<file path="src/rtl/rr_busarb.sv">
// rr_busarb: four-requester round-robin bus arbiter with active-low requests and grants.
// A grant is held until the owner drops its request. It is revoked after MAX_TENURE cycles
// if another requester is waiting and the owner has not locked the bus. Every hand-over
// passes through at least one idle cycle so the bus can turn around.
module rr_busarb #(
    parameter int unsigned MAX_TENURE = 16,
    parameter int unsigned PARK_ID    = 0
) (
    input  logic       clk,
    input  logic       reset,
    input  logic [3:0] breq_,
    input  logic [3:0] lock_,
    output logic [3:0] bgrt_,
    output logic [1:0] gnt_id,
    output logic       busy,
    output logic       preempt
);

    // The counter has at least 4 bits, and enough bits to hold MAX_TENURE-1.
    localparam int unsigned TW = (MAX_TENURE > 16) ? $clog2(MAX_TENURE) : 4;
    localparam logic [TW-1:0] TEN_LAST = (MAX_TENURE == 0) ? '0 : TW'(MAX_TENURE - 1);
    localparam logic [1:0] PARK = 2'(PARK_ID);

    typedef enum logic [0:0] {StIdle, StGrant} state_e;

    state_e          state_q;
    logic [TW-1:0]   tenure_q;
    logic [1:0]      scan_idx;
    logic [1:0]      win;
    logic            win_found;
    logic            own_rel;
    logic            own_locked;
    logic            others_req;
    logic            timeout;

    // gnt_id always equals the last owner, so it also serves as the round-robin pointer.
    // Find the first active request, scanning from the id after the last owner and wrapping
    // back to the last owner itself.
    always_comb begin
        win       = gnt_id;
        win_found = 1'b0;
        scan_idx  = gnt_id;
        for (int i = 1; i <= 4; i++) begin
            scan_idx = gnt_id + 2'(i);
            if (!win_found && !breq_[scan_idx]) begin
                win_found = 1'b1;
                win       = scan_idx;
            end
        end
    end

    // The owner releases by raising its request. Only its own lock bit matters.
    assign own_rel    = breq_[gnt_id];
    assign own_locked = ~lock_[gnt_id];
    assign others_req = |(~breq_ & ~(4'b0001 << gnt_id));
    assign timeout    = (MAX_TENURE != 0) && (tenure_q == TEN_LAST) && others_req && !own_locked;

    // Arbiter FSM. All outputs except busy are registered.
    always_ff @(posedge clk or posedge reset) begin
        if (reset) begin
            state_q  <= StIdle;
            bgrt_    <= 4'b1111;
            gnt_id   <= PARK;
            tenure_q <= '0;
            preempt  <= 1'b0;
        end else begin
            preempt <= 1'b0;
            case (state_q)
                StIdle: begin
                    if (win_found) begin
                        state_q  <= StGrant;
                        bgrt_    <= ~(4'b0001 << win);
                        gnt_id   <= win;
                        tenure_q <= '0;
                    end
                end
                StGrant: begin
                    // A release takes precedence over a timeout on the same edge.
                    if (own_rel) begin
                        state_q <= StIdle;
                        bgrt_   <= 4'b1111;
                    end else if (timeout) begin
                        state_q <= StIdle;
                        bgrt_   <= 4'b1111;
                        preempt <= 1'b1;
                    end else if (tenure_q != '1) begin
                        tenure_q <= tenure_q + 1'b1;
                    end
                end
                default: begin
                    state_q <= StIdle;
                    bgrt_   <= 4'b1111;
                end
            endcase
        end
    end

    assign busy = (state_q == StGrant);

endmodule

</file>
<file path="config.mk">
export PLATFORM = sky130hd
export DESIGN_NAME = rr_busarb
export DESIGN_NICKNAME = d
export VERILOG_FILES = /design/src/rtl/rr_busarb.sv
export SDC_FILE = /design/constraint.sdc
export NUM_CORES = 1
export LEC_CHECK = 0
export CAP_MARGIN = 10
export CORE_MARGIN = 8
export CORE_UTILIZATION = 30
export DETAILED_ROUTE_END_ITERATION = 6
export GPL_TIMING_DRIVEN = 0
export PLACE_DENSITY_LB_ADDON = 0.3
export SLEW_MARGIN = 40
export SYNTH_ARGS = -nofsm -noshare
export SYNTH_HDL_FRONTEND = slang
export SYNTH_SLANG_ARGS = --single-unit
</file>
<file path="constraint.sdc">
create_clock -name clk -period 3.03 [get_ports clk]
set_clock_uncertainty 0.2 [all_clocks]
set_input_delay 0.606 -clock clk [delete_from_list [all_inputs] [get_ports clk]]
set_output_delay 0.606 -clock clk [all_outputs]
set_load 0.01 [all_outputs]
</file>
Word-level counts from Yosys, hierarchy flattened
Cells that the tools add are included.

Bits in registers: 12. Input bits: 10. Output and inout bits: 8. Logic and storage cells: 75.

Add/subtract/negate cells: 4. Magnitude comparators: 4. Equality and inequality tests: 7. Shift operators: 2. Muxes and demuxes: 34. Bitwise operators: 5. Reductions and logical operators: 14.

Operators by type and width (number): 4-bit 2-to-1 mux (7); 4-bit one-hot mux with 2 select lines (2); 1-bit 2-to-1 mux (15); 2-bit by 3-bit < comparator with 1-bit output, second input constant (4); 4-bit NOT (3); 1-bit binary-select mux with 2-bit select (5); 2-bit 2-to-1 mux (4); 1-bit by 2-bit left shift with 4-bit output, first input constant (2); 2-bit != test, second input constant (3); 1-bit logical AND (5); 1-bit zero test (5); 2-bit adder, second input constant (2); 4-bit by 1-bit adder with 4-bit output, second input constant (1); 4-bit bitwise AND (1); 4-bit equality test, second input constant (1); 4-bit != test, second input constant (1); 2-bit AND reduction (2); 4-bit AND reduction (1); 4-bit OR reduction (1); 3-bit by 1-bit != test with 1-bit output, second input constant (1); 2-bit by 1-bit adder with 2-bit output, second input constant (1); 2-bit by 1-bit != test with 1-bit output, second input constant (1); 1-bit one-hot mux with 2 select lines (1); 1-bit NOT (1).

Depth between registers and ports, before layout
Gate-level depths: netlist of run 1.

Word-level depth: 16. Gate-level depth with buffers: 9. Gate-level depth less buffers: 8.

Worst setup path after synthesis of run 1
OpenSTA, ideal clock, no wires.

Path type: reg-to-reg. Start: reg gnt_id[0]. End: reg bgrt_[1]. Arrival time: 2.365 ns. Data required time: 2.750 ns. Setup slack: 0.385 ns. Cell stages (with the launch flop): 10. Path buffers: 1. Period minus slack after synthesis: 2.645 ns. Path through: dfrtp_1 -> inv_1 -> ha_1 -> buf_4 -> nor2_1 -> nor3_4 -> a2bb2o_4 -> o32a_1 -> a211o_1 -> o22a_1.

Word-level cells in the longest chain between the ends: 16. Elaborated cells between the ends (all ways): 43. Those cells by class: add/sub (3); eq/ne (2); shift (2); mux (21); bitwise (3); reduce/logical (12).

RTL lines: start: declaration (line 14) `output logic [1:0] gnt_id,`; start signal: assignment (line 73) `gnt_id <= win;`; 2-bit adder (line 44) `scan_idx = gnt_id + 2'(i);`; 1-bit binary-select mux with 2-bit select (line 45) `if (!win_found && !breq_[scan_idx]) begin`; 1-bit 2-to-1 mux (implied by the code) (line 45); 1-bit zero test (line 45); 1-bit logical AND (line 45); 1-bit 2-to-1 mux (line 45); 1-bit zero test (line 45); 1-bit logical AND (line 45); 1-bit 2-to-1 mux (line 45); 1-bit zero test (line 45); 1-bit logical AND (line 45); 2-bit 2-to-1 mux (line 45); 1-bit by 2-bit left shift with 4-bit output (line 72) `bgrt_ <= ~(4'b0001 << win);`; 4-bit NOT (line 72); 4-bit 2-to-1 mux (line 70) `if (win_found) begin`; 4-bit one-hot mux with 2 select lines (line 68) `case (state_q)`; end signal: assignment (line 72); end: declaration (line 13) `output logic [3:0] bgrt_,`.

Parallel ways exist; a longest one is shown, timed or not. The select of a mux whose other input is x is not followed. A chain may end at the register's enable or synchronous reset.

Worst setup path in the final report of run 1
Start: reg gnt_id[0]. End: reg bgrt_[0].

Same word-level chain as after synthesis.

==> impl_metrics.tcl, run 1 <==
set metrics [dict create \
    max_slew.worst_pin.slew_ps 467.6 \
    h-tree-depth 1 \
    drtIter0Drc 46 \
    cp-start-kind "flop" \
    grt_usage_pct 9.341 \
    slew_headroom_pct 68.79 \
    finalMaxSlewViolations 0 \
    synth-xor-area-share_pct 3.684 \
    powerDensity_nw_per_um2 1136 \
    ys_seq_area_share_pct 32.11 \
    routed_wl_um 2350 \
    root_buffer "clkbuf_4" \
    total_leakage_power_nw 0.5144 \
    fp.coreArea_um2 3028 \
    syn_area_per_cell_um2 9.415 \
    synth_mux_area_share_pct 6.974 \
    clockBufferDepth 2 \
    reg2reg_setup_slack_ps 200 \
    cts-buffers-inserted 3 \
    area_growth_pct 31.45 \
    fin_area_um2 1250 \
    die_w_um 72.30 \
    worstSetupEndpointType "flop" \
    synth_cell_types 41 \
    portBuffers 17 \
    antenna_found_initial 0 \
    place_hpwl_um 1711 \
    grt_pass1_wl_um 4022 \
    syn_nets 116 \
    synth_compound_area_share_pct 24.47 \
    nets 141 \
    maxCapViolCount 0 \
    synth_seq_cells 12 \
    diodes 0 \
    routabilityCongestion 0.8335 \
    num_io_pins 18 \
    viasPerCell 4.982 \
    start_util_pct 31.40 \
    placed_cell_area_um2 1176 \
    cts_sinks 12 \
    vias 842 \
    fill_cells 315 \
    hold_viol 0 \
    clock_latency_ps 270 \
    period_needed_ps 2829 \
    cts_tree "done" \
    tns_ps 0 \
    crit_path_max_fanout 8 \
    synthAdderAreaFrac_pct 6.579 \
    rows 20 \
    cts-hold-fix-buffers 0 \
    grt_pass1_vias 866 \
    status "complete, no violations" \
    synth_top_family_by_area "compound AO/OA/AOI/OAI gates" \
    remaining_drc_errors 0 \
    wl_per_cell_um 13.91 \
    ir_drop_v 0.0006699 \
    max_freq_mhz 353.5 \
    setup_violations 0 \
    grt_max_degree 13 \
    dieHeight_um 72.30 \
    overflow 0 \
    layout-drive-gt1-share_pct 18.40 \
    timing_worst_setup_path_type "flop to flop" \
    hold_ws_ps 332.0 \
    fin_crit_sh_pct 93.37 \
    drt-pass1-iter-count 4 \
    yosysWarningCount 0 \
    die_area_um2 5227 \
    syn-cell-area_um2 950.9 \
    worst_ep_required_time_ps 3030 \
    drtAntennaViolNets 0 \
    hold_path_class "flop to flop" \
    clkTransAtPathRegs_ps 80 \
    arrival_ps 2830 \
    syn_inst 101 \
    synthSimpleGateAreaFrac_pct 20.66 \
]
[synth_stat cells (all sizes together)]
cell type / n / area [um2]
a2bb2o: 1 / 20.02
o221a: 1 / 11.26
clkbuf: 1 / 3.750
xnor2: 4 / 35.03
a22oi: 1 / 7.510
nand4: 1 / 6.260
or4: 1 / 7.510
o22a: 2 / 17.52
and2: 1 / 6.260
o21ai: 4 / 23.77
o32a: 3 / 30.03
a211o: 1 / 8.760
o211ai: 1 / 7.510
a31oi: 2 / 12.51
a211oi: 2 / 15.01
dfstp: 4 / 105.1
o31ai: 1 / 7.510
a21o: 2 / 15.01
nand2: 8 / 30.03
inv: 6 / 22.52
mux4: 1 / 26.28
ha: 5 / 62.56
nor2: 6 / 22.52
nor2b: 6 / 37.54
buf: 3 / 26.27
nor3b: 1 / 12.51
or2b: 1 / 7.510
dfrtp: 8 / 200.2
nand2b: 2 / 12.51
nor3: 4 / 31.28
o221ai: 1 / 8.760
mux2i: 4 / 40.04
nand3: 2 / 10.01
a21oi: 2 / 10.01
or2: 2 / 12.52
o22ai: 6 / 37.54
[power breakdown]
group	switching [mW]	total, mW	leakage, nW	internal [mW]
Sequential	0.0572	0.282	0.144	0.225
Clock	0.0557	0.129	0.0210	0.0730
Combinational	0.529	1.01	0.350	0.481
[per-layer routing]
| metal | vias to the layer above | part of all wire [%] | global-route usage [%] |
|---|---|---|---|
| met5 | - | 0 | 0 |
| met4 | 0 | 0.51 | 3.628 |
| met3 | 2 | 4.9 | 2.479 |
| met2 | 13 | 46 | 14.04 |
| met1 | 403 | 48 | 12.31 |
| li1 | 424 | - | - |
[registers in the layout (all words and copies together) (netlist names)]
signal,cells
gnt_id,2
bgrt_,4
busy,1
tenure_q,4
preempt,1
[logic make-up after synthesis]
| logic type | count (synthesis) |
|---|---|
| AOI/OAI and AO/OA | 30 |
| DFF | 12 |
| muxes | 5 |
| buffers and inverters | 10 |
| adders and majority gates | 5 |
| xor gates and xnor gates | 4 |
| and+or+nand+nor | 35 |
[path summary, 6_finish.rpt]
kind | start | end | depth (start not counted)
max | gnt_id[0] | bgrt_[0] | 9
min | bgrt_[3] | bgrt_[3] | 1
max reg2reg | gnt_id[0] | bgrt_[0] | 9
min reg2reg | bgrt_[3] | bgrt_[3] | 1
max in group asynchronous | reset | bgrt_[1] | 2
min in group asynchronous | reset | busy | 2
[through the flow]
stage	instances	power (mW)	setup WS (ps)	util [%]
after floorplan	101	0.9997	385.1	-
after global placement	162	1.208	138.9	38.84
after detailed placement	162	1.232	94.82	38.84
after CTS	166	1.371	83.83	40.04
after global routing	169	1.548	-9.950	41.28
final	169	1.420	200.9	41.28
[worst max-delay path: stages, from the launching register on]
cell        delay [ps]
dfrtp_1            510
clkinvlp_4         190
ha_1               300
buf_4              150
nor2_1              90
nor3_4             260
a2bb2o_4           240
o32a_1             310
a211o_1            330
o22a_1             170
[area by class of cell]
cell class / instances / area (um2) / area share, %
Buffer: 4 / 30.03 / 2.402
Tap cell: 44 / 55.05 / 4.404
Multi-Input combinational cell: 79 / 604.3 / 48.35
Sequential cell: 12 / 305.3 / 24.42
Timing Repair Buffer: 20 / 192.7 / 15.42
Inverter: 6 / 26.28 / 2.102
Clock buffer: 4 / 36.28 / 2.903
[cells in the final DEF (no fill, tap or decap), drive strengths merged, types with 2 or more instances in the layout]
master         Yosys  routed
clkdlybuf4s50      0      17
nor2b              6       6
xnor2              4       4
a21oi              2       2
a211oi             2       2
nand3              2       2
nor2               6       6
nand2b             2       2
a21o               2       2
a31oi              2       2
o32a               3       3
dfrtp              8       8
o22a               2       2
o21ai              4       4
nand2              8       8
mux2i              4       4
ha                 5       5
inv                6       5
clkbuf             1       5
buf                3       6
nor3               4       4
dfstp              4       4
or2                2       2
o22ai              6       6
[repair_timing]
| item | in CTS | in global routing |
|---|---|---|
| setup endpoints to repair | 0 | 9 |
| resized for setup | 0 | 3 |
| buffers inserted | 0 | 3 |
Note: power is estimated with default switching activity, not from simulation.
==> inputs of run 2 (changes only) <==
--- a/config.mk
+++ b/config.mk
@@ -5,12 +5,12 @@
 export SDC_FILE = /design/constraint.sdc
 export NUM_CORES = 1
 export LEC_CHECK = 0
-export CAP_MARGIN = 10
 export CORE_MARGIN = 8
 export CORE_UTILIZATION = 30
 export DETAILED_ROUTE_END_ITERATION = 6
 export GPL_TIMING_DRIVEN = 0
 export PLACE_DENSITY_LB_ADDON = 0.3
+export SKIP_CTS_REPAIR_TIMING = 1
 export SLEW_MARGIN = 40
 export SYNTH_ARGS = -nofsm -noshare
 export SYNTH_HDL_FRONTEND = slang
==> results of run 2 <==
The final DEF is identical to that of run 1; final timing and power are the same.
